--- config.mk ---
export PLATFORM = sky130hd
export DESIGN_NAME = uart_sample_deframer
export DESIGN_NICKNAME = d
export VERILOG_FILES = /design/src/rtl/uart_sample_deframer.sv
export SDC_FILE = /design/constraint.sdc
export NUM_CORES = 1
export LEC_CHECK = 0
export CAP_MARGIN = 20
export CORE_MARGIN = 5
export CORE_UTILIZATION = 40
export DETAILED_ROUTE_END_ITERATION = 16
export GPL_TIMING_DRIVEN = 1
export PLACE_DENSITY_LB_ADDON = 0.2
export SLEW_MARGIN = 15
export SYNTH_ARGS = -nofsm -noshare
export SYNTH_HDL_FRONTEND = slang
export SYNTH_SLANG_ARGS = --single-unit
--- constraint.sdc ---
create_clock -name clkIn -period 3 [get_ports clkIn]
set_clock_uncertainty 0.1 [all_clocks]
set_input_delay 0.6 -clock clkIn [delete_from_list [all_inputs] [get_ports clkIn]]
set_output_delay 0.6 -clock clkIn [all_outputs]
set_load 0.01 [all_outputs]
--- src/rtl/uart_sample_deframer.sv ---
// Byte-stream deframer: SYNC, LEN, LEN x (LSB, MSB) [, CSUM] into a sample FIFO.
// Define DEFRAMER_CHECKSUM_EN to add a trailing XOR checksum byte per frame.
module uart_sample_deframer #(
    parameter logic [7:0] SYNC_BYTE      = 8'hA5,
    parameter int         FIFO_DEPTH     = 4,
    parameter int         TIMEOUT_CYCLES = 50_000
) (
    input  logic        clkIn,
    input  logic        nResetIn,
    input  logic [7:0]  rxDataIn,
    input  logic        rxReadyIn,
    output logic [15:0] sampleOut,
    output logic        sampleValidOut,
    input  logic        sampleReadyIn,
    output logic        frameDoneOut,
    output logic        errorOut,
    output logic        overflowOut
);
    localparam int PW = $clog2(FIFO_DEPTH);
    localparam int CW = PW + 1;
    localparam int TW = $clog2(TIMEOUT_CYCLES + 1);
    localparam logic [TW-1:0] TMO_LAST = TW'(TIMEOUT_CYCLES - 1);
    localparam logic [CW-1:0] FULL_CNT = CW'(FIFO_DEPTH);

    typedef enum logic [2:0] {
        S_HUNT,
        S_LEN,
        S_LSB,
        S_MSB
`ifdef DEFRAMER_CHECKSUM_EN
        , S_CSUM
`endif
    } state_t;

    state_t state_q, state_d;
    logic [7:0] cnt_q, cnt_d;
    logic [7:0] lsb_q, lsb_d;
    logic push_q, push_d;
    logic [15:0] push_data_q, push_data_d;
    logic [TW-1:0] tmo_q, tmo_d;
    logic done_q, done_d;
    logic err_q, err_d;
    logic ovf_q, ovf_d;
    logic [15:0] mem_q [FIFO_DEPTH];
    logic [15:0] mem_d [FIFO_DEPTH];
    logic [PW-1:0] wr_q, wr_d;
    logic [PW-1:0] rd_q, rd_d;
    logic [CW-1:0] count_q, count_d;
`ifdef DEFRAMER_CHECKSUM_EN
    logic [7:0] csum_q, csum_d;
`endif

    logic tmo_hit;
    logic do_pop;
    logic do_push;

    // Idle too long inside a frame; a strobe this cycle always rescues it
    assign tmo_hit = (state_q != S_HUNT) && !rxReadyIn && (tmo_q == TMO_LAST);

    // State register
    always_ff @(posedge clkIn or negedge nResetIn) begin
        if (!nResetIn) state_q <= S_HUNT;
        else           state_q <= state_d;
    end

    // Next-state: advance only on a byte strobe, timeout forces HUNT
    always_comb begin
        state_d = state_q;
        if (tmo_hit) begin
            state_d = S_HUNT;
        end else if (rxReadyIn) begin
            unique case (state_q)
                S_HUNT: if (rxDataIn == SYNC_BYTE) state_d = S_LEN;
                S_LEN:  state_d = (rxDataIn == 8'd0) ? S_HUNT : S_LSB;
                S_LSB:  state_d = S_MSB;
                S_MSB: begin
`ifdef DEFRAMER_CHECKSUM_EN
                    state_d = (cnt_q == 8'd1) ? S_CSUM : S_LSB;
`else
                    state_d = (cnt_q == 8'd1) ? S_HUNT : S_LSB;
`endif
                end
`ifdef DEFRAMER_CHECKSUM_EN
                S_CSUM: state_d = S_HUNT;
`endif
                default: state_d = S_HUNT;
            endcase
        end
    end

    // Output decode: frame-done and error pulses, registered below
    always_comb begin
        done_d = 1'b0;
        err_d  = 1'b0;
        if (tmo_hit) begin
            err_d = 1'b1;
        end else if (rxReadyIn) begin
            unique case (state_q)
                S_LEN: err_d = (rxDataIn == 8'd0);
`ifdef DEFRAMER_CHECKSUM_EN
                S_CSUM: begin
                    done_d = (rxDataIn == csum_q);
                    err_d  = (rxDataIn != csum_q);
                end
`else
                S_MSB: done_d = (cnt_q == 8'd1);
`endif
                default: ;
            endcase
        end
    end

    // Frame datapath: sample counter, low byte, staged push, idle timer
    always_comb begin
        cnt_d       = cnt_q;
        lsb_d       = lsb_q;
        push_d      = 1'b0;
        push_data_d = push_data_q;
`ifdef DEFRAMER_CHECKSUM_EN
        csum_d      = csum_q;
`endif
        if (rxReadyIn || state_q == S_HUNT || tmo_hit) tmo_d = '0;
        else                                           tmo_d = tmo_q + TW'(1);
        if (rxReadyIn) begin
            unique case (state_q)
                S_LEN: begin
                    cnt_d = rxDataIn;
`ifdef DEFRAMER_CHECKSUM_EN
                    csum_d = rxDataIn;
`endif
                end
                S_LSB: begin
                    lsb_d = rxDataIn;
`ifdef DEFRAMER_CHECKSUM_EN
                    csum_d = csum_q ^ rxDataIn;
`endif
                end
                S_MSB: begin
                    push_d      = 1'b1;
                    push_data_d = {rxDataIn, lsb_q};
                    cnt_d       = cnt_q - 8'd1;
`ifdef DEFRAMER_CHECKSUM_EN
                    csum_d = csum_q ^ rxDataIn;
`endif
                end
                default: ;
            endcase
        end
    end

    // Sample FIFO: push from staged sample, pop on valid/ready
    always_comb begin
        do_pop  = (count_q != '0) && sampleReadyIn;
        do_push = push_q && ((count_q != FULL_CNT) || do_pop);
        mem_d   = mem_q;
        if (do_push) mem_d[wr_q] = push_data_q;
        wr_d    = do_push ? wr_q + PW'(1) : wr_q;
        rd_d    = do_pop  ? rd_q + PW'(1) : rd_q;
        count_d = count_q;
        if (do_push && !do_pop)      count_d = count_q + CW'(1);
        else if (!do_push && do_pop) count_d = count_q - CW'(1);
        ovf_d   = ovf_q | (push_q & ~do_push);
    end

    // Datapath and FIFO registers
    always_ff @(posedge clkIn or negedge nResetIn) begin
        if (!nResetIn) begin
            cnt_q       <= '0;
            lsb_q       <= '0;
            push_q      <= 1'b0;
            push_data_q <= '0;
            tmo_q       <= '0;
            done_q      <= 1'b0;
            err_q       <= 1'b0;
            ovf_q       <= 1'b0;
            wr_q        <= '0;
            rd_q        <= '0;
            count_q     <= '0;
            for (int i = 0; i < FIFO_DEPTH; i++) mem_q[i] <= '0;
`ifdef DEFRAMER_CHECKSUM_EN
            csum_q      <= '0;
`endif
        end else begin
            cnt_q       <= cnt_d;
            lsb_q       <= lsb_d;
            push_q      <= push_d;
            push_data_q <= push_data_d;
            tmo_q       <= tmo_d;
            done_q      <= done_d;
            err_q       <= err_d;
            ovf_q       <= ovf_d;
            wr_q        <= wr_d;
            rd_q        <= rd_d;
            count_q     <= count_d;
            mem_q       <= mem_d;
`ifdef DEFRAMER_CHECKSUM_EN
            csum_q      <= csum_d;
`endif
        end
    end

    assign sampleOut      = mem_q[rd_q];
    assign sampleValidOut = (count_q != '0);
    assign frameDoneOut   = done_q;
    assign errorOut       = err_q;
    assign overflowOut    = ovf_q;

endmodule
# ---- Word level (Yosys, flattened, before mapping)
# Index checks and enable logic that the tools add are counted.
dict set report op_classes {
  n_reduce_logical 24
  order_cmp 3
  n_bitwise 5
  eq_ne 8
  mux 24
  n_addsub 6
}
# cell n
set ops {}
lappend ops {{64-bit bitwise mux} 1}
lappend ops {{16-bit 2-to-1 mux} 4}
lappend ops {{16-bit binary-select mux with 2-bit select} 1}
lappend ops {{16-bit demux with 2-bit select} 1}
lappend ops {{16-bit by 1-bit adder with 16-bit output, second input constant} 1}
lappend ops {{16-bit == test, second input constant} 1}
lappend ops {{8-bit one-hot mux with 2 select lines} 1}
lappend ops {{3-bit 2-to-1 mux} 5}
lappend ops {{3-bit one-hot mux with 4 select lines} 1}
lappend ops {{8-bit by 1-bit == test with 1-bit output, second input constant} 1}
lappend ops {{8-bit == test, second input constant} 1}
lappend ops {{8-bit zero test} 1}
lappend ops {{1-bit 2-to-1 mux} 8}
lappend ops {{2-bit AND reduction} 4}
lappend ops {{8-bit by 1-bit subtractor with 8-bit output, second input constant} 1}
lappend ops {{1-bit logical AND} 7}
lappend ops {{3-bit by 2-bit == test with 1-bit output, second input constant} 2}
lappend ops {{3-bit greater-or-equal comparator, second input constant} 2}
lappend ops {{3-bit != test, second input constant} 2}
lappend ops {{2-bit NOT with 3-bit output} 2}
lappend ops {{2-bit nonzero test} 3}
lappend ops {{3-bit nonzero test} 2}
lappend ops {{2-bit by 1-bit adder with 2-bit output, second input constant} 2}
lappend ops {{2-bit 2-to-1 mux} 2}
lappend ops {{other kinds (10)} 14}
dict set report word_totals {
  out_inout_bits 20
  in_bits 12
  regBits 126
  elab_cells 86
}

# ---- Logic depth before layout (Yosys ltp)
dict set report logic_depth {
  ltp_word 8
  ltp_mapped 9
  depth_no_buf 8
}

# ---- Worst setup path before layout
# OpenSTA, ideal clock, no wires.
dict set report synth_path {
  path_type {input port to flip-flop}
  from {input port sampleReadyIn}
  to {register count_q[1]}
  setup_ps 125
  path_slack_ps 797
  required_ps 2775
  path_buffers 1
  path_stages 7
  arrival_time_ps 1978
  path_cell_list {nor4b_2 > nor2b_1 > buf_2 > ha_1 > inv_1 > fa_1 > mux2_2}
}
dict set report synth_via {
  word_cells_on_any_way 9
  cone_classes {mux (1); reduce/logical (8)}
}
# element line_no
set synth_rtl {}
lappend synth_rtl {{start, declared} 14} ;# input logic sampleReadyIn,
lappend synth_rtl {{1-bit logical AND} 153} ;# do_pop = (count_q != '0) && sampleReadyIn;
lappend synth_rtl {{1-bit logical OR} 154} ;# do_push = push_q && ((count_q != FULL_CNT) || do_pop);
lappend synth_rtl {{1-bit logical AND} 154}
lappend synth_rtl {{net do_push} 55} ;# logic do_push;
lappend synth_rtl {{1-bit logical AND} 160} ;# if (do_push && !do_pop) count_d = count_q + CW'(1);
lappend synth_rtl {{3-bit 2-to-1 mux} 160}
lappend synth_rtl {{net count_d[1]} 48} ;# logic [CW-1:0] count_q, count_d;
lappend synth_rtl {{end signal, assigned} 194} ;# count_q <= count_d;
lappend synth_rtl {{end, declared} 48}
# The timed path passes the listed nets, and every way through them passes these cells.
# A chain may end at the register's enable or synchronous reset.

# ---- Worst setup path in the final report
dict set report layout_path {
  from {register rd_q[0]}
  to {output port sampleOut[15]}
}
dict set report layout_via {
  elab_chain_cells 4
}
# element line_no
set layout_rtl {}
lappend layout_rtl {{start, declared} 47} ;# logic [PW-1:0] rd_q, rd_d;
lappend layout_rtl {{start signal, assigned} 193} ;# rd_q <= rd_d;
lappend layout_rtl {{2-bit NOT with 3-bit output (implied by the code)} 202} ;# assign sampleOut = mem_q[rd_q];
lappend layout_rtl {{16-bit binary-select mux with 2-bit select} 202}
lappend layout_rtl {{16-bit 2-to-1 mux (implied by the code) (2 in a row)} 202}
lappend layout_rtl {{end, declared} 12} ;# output logic [15:0] sampleOut,
# Every way passes these cells. The select of a mux whose other input is x is not followed.

==> results.sh <==
export IMPL_dp_cells=609
export IMPL_nets=469
export IMPL_clk_insertion_delay_late_ns=0.41
export IMPL_wl_per_cell_um=17.2
export IMPL_relSlewSlack_pct=60.5
export IMPL_final_core_util_pct=48.7
export IMPL_synth_area_um2=5580
export IMPL_ys_warn_count=0
export IMPL_numCtsBuffers=17
export IMPL_cts_tree="built"
export IMPL_clock_path_buffers=2
export IMPL_floorplan_die_height_um=128
export IMPL_p_per_area_nw_per_um2=1010
export IMPL_yosysUniqueCellTypes=41
export IMPL_grt_usage_pct=14.6
export IMPL_fmax_mhz=366
export IMPL_critical_path_endpoint="sampleOut[15]"
export IMPL_cts_repair_resized=0
export IMPL_grt_pass1_vias=3392
export IMPL_vias=3324
export IMPL_outcome="completed"
export IMPL_ctsHoldBuffers=0
export IMPL_reg2reg_from="count_q[1]$_DFFE_PN0P_"
export IMPL_clkSlewWorstSetupHoldPaths_ns=0.06
export IMPL_timing_final_crit_period_ns=2.73
export IMPL_drt_first_pass_iters=4
export IMPL_fin_cells=641
export IMPL_synth_edf_count=0
export IMPL_crit_chain="buf_12 -> mux4_2 -> clkdlybuf4s50_1"
export IMPL_startpoint="rd_q[0]$_DFFE_PN0P_"
export IMPL_critPathTopFamily="buffers and inverters"
export IMPL_ys_flop_type="dfrtp_1"
export IMPL_avgSynthCellArea_um2=13.8
export IMPL_drt_total_wl_mm=11.0
export IMPL_grt_max_degree=57
export IMPL_core_um2=13800
export IMPL_dieArea_um2=16400
export IMPL_port_buffers=31
export IMPL_rr_worst_depth=8
export IMPL_hpwlAfterDp_mm=7.04
export IMPL_drt_iter0_markers=190
export IMPL_start_util_pct=40.5
export IMPL_drc_errors=0
export IMPL_fin_tns_setup_ns=0
export IMPL_drive_gt1_share_pct=23.6
export IMPL_max_cap_violations=0
export IMPL_grt_setup_unrepaired="no"
export IMPL_path_buf_inv=2
export IMPL_path_class="flop to primary output"
export IMPL_root_buffer="clkbuf_16"
export IMPL_fin_crit_sh_pct=91.0
export IMPL_leakagePower_nw=2.99
export IMPL_synth_area_leader_cell="dfrtp_1"
export IMPL_yosys_register_bits=125
export IMPL_pin_count=32
export IMPL_yosysTopAreaCellShare_pct=56.1
export IMPL_synthCells=404
export IMPL_async_flop_share_pct=100
export IMPL_syn_nets=425
export IMPL_slew_viol_final=0
export IMPL_post_cts_buffers=0
export IMPL_hold_violations=0
export IMPL_grt_antenna_before_repair=0
export IMPL_critical_path_depth=3
export IMPL_worst_slew_pin_slew_ns=0.592
export IMPL_die_width_um=128
export IMPL_setup_viol=0
export IMPL_cp_start_kind="flop"
export IMPL_grt_overflow=0
export IMPL_rrSetupSlack_ns=0.76
export IMPL_end_kind="primary output"
export IMPL_ir_drop_mv=0.621
export IMPL_worstReg2RegEnd="count_q[2]$_DFFE_PN0P_"
export IMPL_min_path_type="input pin to async pin"
export IMPL_cp_arrival_ns=2.03
export IMPL_ant_nets=0
export IMPL_p_total_mw=6.77
export IMPL_place_congestion=0.780
export IMPL_seq_area_frac_synth_pct=56.1
export IMPL_rows=43
export IMPL_cts_sinks=125
export IMPL_slowest_delay_ns=0.55
export IMPL_area_delta_synth_final_pct=20.3
export IMPL_n_antenna_cell=0
export IMPL_vias_per_cell=5.19
export IMPL_grt_pass1_wl_mm=18.3
export IMPL_path_max_fanout=18
export IMPL_synthTopCellsByArea="dfrtp_1, mux2_1, mux2_2"
export IMPL_h_tree_depth=4
export IMPL_slowest_stage="mux4_2"
export IMPL_required_ns=2.30
cell type report:
type,instances,area (µm²)
Timing Repair Buffer,41,420
Clock inverter,14,146
Sequential cell,125,3130
Tap cell,180,225
Inverter,10,37.5
Multi-Input combinational cell,253,2320
Fill cell,1241,7060
Clock buffer,18,439
flip-flops by register name (all words and copies together) (netlist names):
name and cells:
mem_q 64, push_data_q 16, tmo_q 16, cnt_q 8, lsb_q 8, count_q 3
rd_q 2, state_q 2, wr_q 2, errorOut 1, frameDoneOut 1, overflowOut 1
push_q 1
logic make-up (layout without fill, tap and decap cells):
logic type,after synthesis,in the layout,synth area share [%]
adders and majority gates,9,9,2.15
DFF,125,125,56.1
xor gates and xnor gates,19,19,2.98
buffers and inverters,26,83,2.44
AOI/OAI and AO/OA,26,26,2.69
and+or+nand+nor,90,90,8.54
muxes,109,109,25.1
per-layer routing:
layer	track usage, %	part of all wire [%]	vias up
li1	-	-	1551
met1	20.4	49	1717
met2	21.9	47	44
met3	4.29	3.0	12
met4	4.87	0.98	0
met5	0	0	-
cells in the mapped netlist, drive strengths merged, types with 2 or more instances:
cell and count:
a21oi 9, buf 12, clkbuf 4, dfrtp 125, ha 8, inv 10
mux2 89, mux2i 4, mux4 16, nand2 19, nand2b 4, nand3 12
nand3b 2, nand4 6, nor2 24, nor3 4, nor4 7, nor4b 2
nor4bb 2, o21ai 5, o22ai 8, xnor2 16, xor2 3
through the flow:
stage	hold WS (ns)	instance area, µm²	setup WS, ns
finish	0.0898	6710	0.269
global route	0.130	6710	0.182
CTS	0.102	6710	0.216
detailed placement	0.367	6130	0.390
global placement	0.362	6130	0.418
floorplan	0.204	5580	0.797
where the power goes:
group / leakage (nW) / switching (mW) / internal, mW / total (mW)
combinational: 1.08 / 0.803 / 1.16 / 1.97
clock: 0.282 / 0.754 / 1.24 / 2.00
sequential: 1.63 / 0.477 / 2.33 / 2.81
layout by cell type (no fill, tap or decap), types with 5 or more instances in the layout:
cell / count
mux2_2: 44
ha_1: 8
o21ai_0: 5
clkinv_4: 5
nor4_1: 7
dfrtp_1: 125
clkdlybuf4s50_1: 30
xnor2_1: 16
nand4_1: 6
o22ai_1: 8
inv_1: 10
nor2_1: 24
a21oi_1: 9
nand2_2: 5
buf_4: 8
clkbuf_16: 17
mux4_2: 16
mux2_1: 45
nand2_1: 14
nand3_1: 12
worst min-delay path by stage:
stage	to	slack, ns	cells after the start
after global routing	mem_q[4]$_DFFE_PN0P_	0.13	1
after CTS	mem_q[5]$_DFFE_PN0P_	0.10	1
after detailed placement	overflowOut$_DFF_PN0_	0.37	1
after global placement	overflowOut$_DFF_PN0_	0.36	1
after floorplan	cnt_q[0]$_DFFE_PN0P_	0.20	0
final	mem_q[4]$_DFFE_PN0P_	0.09	1
No activity file was read; power rests on OpenSTA's default activity.
==> RTL change 1, RTL diff (config.mk and constraints unchanged) <==
`FIFO_DEPTH`: 4 -> 8.
--- a/src/rtl/uart_sample_deframer.sv
+++ b/src/rtl/uart_sample_deframer.sv
@@ -2,7 +2,7 @@
 // Define DEFRAMER_CHECKSUM_EN to add a trailing XOR checksum byte per frame.
 module uart_sample_deframer #(
     parameter logic [7:0] SYNC_BYTE      = 8'hA5,
-    parameter int         FIFO_DEPTH     = 4,
+    parameter int         FIFO_DEPTH     = 8,
     parameter int         TIMEOUT_CYCLES = 50_000
 ) (
     input  logic        clkIn,
Check against the original RTL: no difference found for any inputs over 10 cycles, from zero or initial values and one cycle with nResetIn low; that may be too few to reach the edited logic, so the function may still have changed.
==> RTL change 1 against the original RTL <==
  * Maximum frequency fell by 6.0%
  * Highest routed layer unchanged
  * Wire length rose by 66%
  * Via count rose by 53%
  * Sequential share of layout area barely moved
  * Sequential power rose by 34%
  * Final area rose by 54%
  * Sequential cell count rose by 67
  * Setup slack got worse by 0.17 ns
  * Power rose by 26%
  * Area after synthesis rose by 60%
==> RTL change 1: results (changes against the original RTL) <==
| Metric | Value |
|---|---|
| Status | completed (unchanged) |
| Commonest cells in the synthesized netlist | 192 x dfrtp_1, 158 x mux2_2, 32 x mux4_2, 28 x nor2_1, 20 x nand2_1 (was 125 x dfrtp_1, 45 x mux2_1, 44 x mux2_2, 24 x nor2_1) |
| Vias/cell | 5.42 (was 5.19) |
| Vias post-DR | 5089 (was 3324) |
| Largest net degree at the start of global routing | 92 (was 57) |
| TritonRoute pass-1 iters | 4 (unchanged) |
| DR WL/cell | 19.5 microns (was 17.2 microns) |
| Avg Cell Area, Syn | 14.7 sq um (was 13.8 sq um) |
| Grt met1 use | 19.8% (was 20.4%) |
| Internal cell power | 5930 uW (was 4740 uW) |
| Synth top area cells | dfrtp_1 54%, mux2_2 20%, mux4_2 8.1% (was dfrtp_1 56%, mux2_1 9.1%, mux2_2 8.9%) |
| Hold Path Sink | overflowOut$_DFF_PN0_ |
| Share of layout cells above drive strength 1 | 41.9% (was 23.6%) |
| Distinct cells, synth | 49 (was 41) |
| Layout Nets | 667 (was 469) |
| GR Util met2 | 25.5% (was 21.9%) |
| Cts bufs inserted | 17 (unchanged) |
| Worst reg-to-reg path cell count | 10 (was 8) |
| Worst-skew pair later-pin latency | 0.43 ns (was 0.41 ns) |
| Crit Path Max Fanout | 15 (was 18) |
| Post-DP HPWL | 11.4 mm (was 7.04 mm) |
| RR Startpoint | count_q[0]$_DFFE_PN0P_ (was count_q[1]$_DFFE_PN0P_) |
| Setup slack, reg-to-reg | 0.12 ns (was 0.76 ns) |
| Biggest regs | mem_q (128), push_data_q (16), tmo_q (16) (was mem_q (64), push_data_q (16), tmo_q (16)) |
| Cell count after placement | 902 (was 609) |
| Total track usage | 15.0% (was 14.6%) |
| Global-route wire length before repair | 30.3 mm (was 18.3 mm) |
| Seq/Total Area, Yosys | 54.0% (was 56.1%) |
| Hold path cells | 1 |
| Hold_ws | 0.365 ns (was 0.0898 ns) |
| FF-to-FF End | count_q[3]$_DFFE_PN0P_ (was count_q[2]$_DFFE_PN0P_) |
| Synthesis Warnings | 0 (unchanged) |
| Placed cell areas | 9580 sq um (was 6130 sq um) |
| Fillers | 1955 (was 1241) |
| Min-delay src | overflowOut$_DFF_PN0_ |
| Worst slack at placement | -0.00856 ns (was 0.390 ns) |
| GRT met3 Usage | 2.95% (was 4.29%) |
| 1st-iter DRT viols | 217 (was 190) |
| Number of diodes | 0 (unchanged) |
| Post-synthesis net count | 628 (was 425) |
| Max-slew headroom | 64.9% (was 60.5%) |
| Largest Register | mem_q (unchanged) |
| Max VDD drop | 0.000448 V (was 0.000621 V) |
| Worst Hold Class | flop to flop (was primary input to async pin) |
| Fraction of registers with async set/reset | 100% (unchanged) |
| Most common flop cell mapped by yosys | dfrtp_1 (unchanged) |
| P_leak | 0.00492 uW (was 0.00299 uW) |
| Buffers on Ports | 31 (unchanged) |
| GPL Wtd Cong | 0.768 (was 0.780) |
| Vias in the first global route | 5518 (was 3392) |
==> RTL change 1: cell types whose count changed after synthesis, moves of 5 or more <==
cell	before	now
dfrtp_1	125	192
buf_4	0	5
mux2_1	45	0
nand2_1	14	20
clkbuf_1	4	17
nand2_2	5	0
mux2_4	0	12
mux4_2	16	32
mux2_2	44	158
nor3_1	4	10
==> RTL change 1: logic make-up after synthesis <==
logic type      Yosys count  share of synthesized area (%)
flops                   192                           54.0
buf+inv                  44                           2.66
compound gates           31                           2.26
xor+xnor                 20                           1.97
mux                     208                           30.8
fa+ha+maj                 9                           1.35
simple gates            103                           7.00
==> RTL change 1: worst max-delay path, cell delays in order (launching register included) <==
cell	delay [ns]
dfrtp_2	0.44
buf_12	0.20
mux4_2	0.53
mux2_2	0.30
dlygate4sd2_1	0.30
==> RTL change 1: area by class of cell <==
cell class	instances	area, sq um	share of cell area, %
Clock inverter	13	206	2.00
Tap cell	280	350	3.40
Timing Repair Buffer	54	573	5.56
Clock buffer	19	453	4.40
Multi-Input combinational cell	371	3880	37.6
Inverter	10	40.0	0.389
Sequential cell	192	4810	46.6
==> RTL change 1: repair_timing <==
| action | in CTS | in global routing |
|---|---|---|
| endpoints found under the hold margin | 16 | 0 |
| setup buffers | 4 | 0 |
| gates cloned | 1 | 0 |
| endpoints found under the setup margin | 16 | 7 |
| resized for setup | 28 | 5 |
| hold buffers | 1 | 0 |
==> RTL change 1: routing by layer <==
metal,vias up,share of wire (%)
met3,18,2.5
met1,2705,45
met5,-,0
met2,60,52
li1,2306,-
met4,0,0.95
==> RTL change 1: power groups by stage <==
stage	combinational [uW]	sequential (uW)	clock [uW]
floorplan	1750	3480	0
finish	2280	3760	2510
CTS	2350	3760	2570
global route	2510	3850	2680
detailed placement	2240	3810	0
global placement	2190	3760	0
==> RTL change 1: worst max-delay path by stage <==
stage / start / to / slack (ns) / cells past startpoint
after floorplan: count_q[0]$_DFFE_PN0P_ / count_q[3]$_DFFE_PN0P_ / 0.23 / 9
after CTS: rd_q[0]$_DFFE_PN0P_ / sampleOut[13] / 0.0009 / 6
after global placement: sampleReadyIn / count_q[3]$_DFFE_PN0P_ / 0.1 / 10
after global routing: count_q[0]$_DFFE_PN0P_ / count_q[3]$_DFFE_PN0P_ / 0.001 / 9
after detailed placement: sampleReadyIn / count_q[3]$_DFFE_PN0P_ / -0.009 / 10
final: rd_q[0]$_DFFE_PN0P_ / sampleOut[7] / 0.1 / 4
==> RTL change 1: stage by stage <==
| stage | TNS (ns) | utilization (%) |
|---|---|---|
| finish | 0 | 47.1 |
| global placement | 0 | 43.8 |
| floorplan | 0 | - |
| global route | 0 | 47.1 |
| detailed placement | -0.00856 | 43.8 |
| CTS | 0 | 47.1 |
==> RTL change 2, RTL diff (same flow settings) <==
Made on the original files. Reset style: synchronous (`nResetIn`), changed in 2 clocked blocks.
--- a/src/rtl/uart_sample_deframer.sv
+++ b/src/rtl/uart_sample_deframer.sv
@@ -58,7 +58,7 @@
     assign tmo_hit = (state_q != S_HUNT) && !rxReadyIn && (tmo_q == TMO_LAST);
 
     // State register
-    always_ff @(posedge clkIn or negedge nResetIn) begin
+    always_ff @(posedge clkIn) begin
         if (!nResetIn) state_q <= S_HUNT;
         else           state_q <= state_d;
     end
@@ -163,7 +163,7 @@
     end
 
     // Datapath and FIFO registers
-    always_ff @(posedge clkIn or negedge nResetIn) begin
+    always_ff @(posedge clkIn) begin
         if (!nResetIn) begin
             cnt_q       <= '0;
             lsb_q       <= '0;
Behaviour: differs if nResetIn is asserted again (counterexample within 4 cycles, from zero or initial values and one cycle with nResetIn low); with nResetIn held inactive, the same outputs for 10 cycles.
==> RTL change 2 against the original RTL <==
  * Area after synthesis shrank 3.7%
  * Final area fell by 5.2%
  * Non-clock buffer count shrank 4
  * Cell count increased by 17%
  * Setup slack lost 0.14 ns
  * Die area down 3.4%
  * Wire length increased by 2.3%
  * Synthesized cell count up 33%
  * First-iteration DRC count rose by 43%
  * Critical endpoint is now sampleOut[1]
  * Sequential cell count unchanged
  * Highest routed layer unchanged
Power is not compared: it rests on default switching activity, and its combinational part moved more than twofold at a synthesized area within 25%.
==> RTL change 2: results (changes against the original RTL) <==
| Metric | Value |
|---|---|
| Synth Area in XOR/XNOR | 3.26% (was 2.98%) |
| Status | completed (unchanged) |
| NonClk Buf Share | 5.98% (was 6.26%) |
| Commonest cells in the synthesized netlist | 125 x dfxtp_1, 109 x nor2_1, 74 x mux2i_1, 48 x nand2_1, 26 x a21oi_1 (was 125 x dfrtp_1, 45 x mux2_1, 44 x mux2_2, 24 x nor2_1) |
| FF-to-FF End | count_q[2]$_SDFFE_PN0P_ (was count_q[2]$_DFFE_PN0P_) |
| Total track usage | 14.7% (was 14.6%) |
| Post-synthesis net count | 560 (was 425) |
| Distinct cells, synth | 47 (was 41) |
| FFs & Latches | 125 (unchanged) |
| Layout clock area frac | 9.04% (was 8.72%) |
| Multiplexer area fraction after synthesis | 20.5% (was 25.1%) |
| Sequential portion of the cell area | 39.3% (was 46.6%) |
| Vias post-DR | 3831 (was 3324) |
| Setup slack, reg-to-reg | 0.62 ns (was 0.76 ns) |
| Vias in the first global route | 3724 (was 3392) |
| RR Startpoint | count_q[0]$_SDFFE_PN0P_ (was count_q[1]$_DFFE_PN0P_) |
| Crit Path Max Fanout | 15 (was 18) |
| Vias/cell | 5.09 (was 5.19) |
| WL met1 | 5.44 mm (was 5.38 mm) |
| Slew @ Worst Pin | 0.564 ns (was 0.592 ns) |
| Most common flop cell mapped by yosys | dfxtp_1 (was dfrtp_1) |
| Worst Hold Class | flop to flop (was primary input to async pin) |
| Share of layout cells above drive strength 1 | 10.4% (was 23.6%) |
| Layout Nets | 587 (was 469) |
| Seq/Total Area, Yosys | 46.5% (was 56.1%) |
| Global-route wire length before repair | 18.6 mm (was 18.3 mm) |
| Fillers | 1239 (was 1241) |
| Hold_ws | 0.352 ns (was 0.0898 ns) |
| Total Wirelength | 11.3 mm (was 11.0 mm) |
| Multi-input gates | 374 (was 253) |
| 1st-iter DRT viols | 272 (was 190) |
| Critical Path AT | 2.17 ns (was 2.03 ns) |
| Metal3 WL | 395 microns (was 335 microns) |
| Fraction of the mapped netlist area in adder cells | 2.23% (was 2.15%) |
## RTL change 2: worst max-delay path, delay by kind of cell (launching register included)
| family | cells | cell delay, ns |
|---|---|---|
| flops | 1 | 0.49 |
| mux | 1 | 0.54 |
| buf+inv | 2 | 0.73 |
## RTL change 2: logic make-up (layout without fill, tap and decap cells)
logic type	count (synthesis)	count (layout)
fa+ha+maj	9	9
simple gates	210	210
buf+inv	40	78
compound gates	45	45
mux	90	90
flops	125	125
xor+xnor	20	20
## RTL change 2: per-stage QoR
step | setup WS, ns | utilization, %
after floorplan | 0.535 | -
after global placement | 0.158 | 43.9
after detailed placement | 0.0871 | 43.9
after CTS | 0.0733 | 48.2
after global routing | 0.0315 | 48.2
final | 0.133 | 48.2
## RTL change 2: metal layers
layer,up-vias,GRT usage (%)
met2,72,22.7
li1,1924,-
met3,26,4.06
met4,0,6.94
met5,-,0
met1,1809,19.1
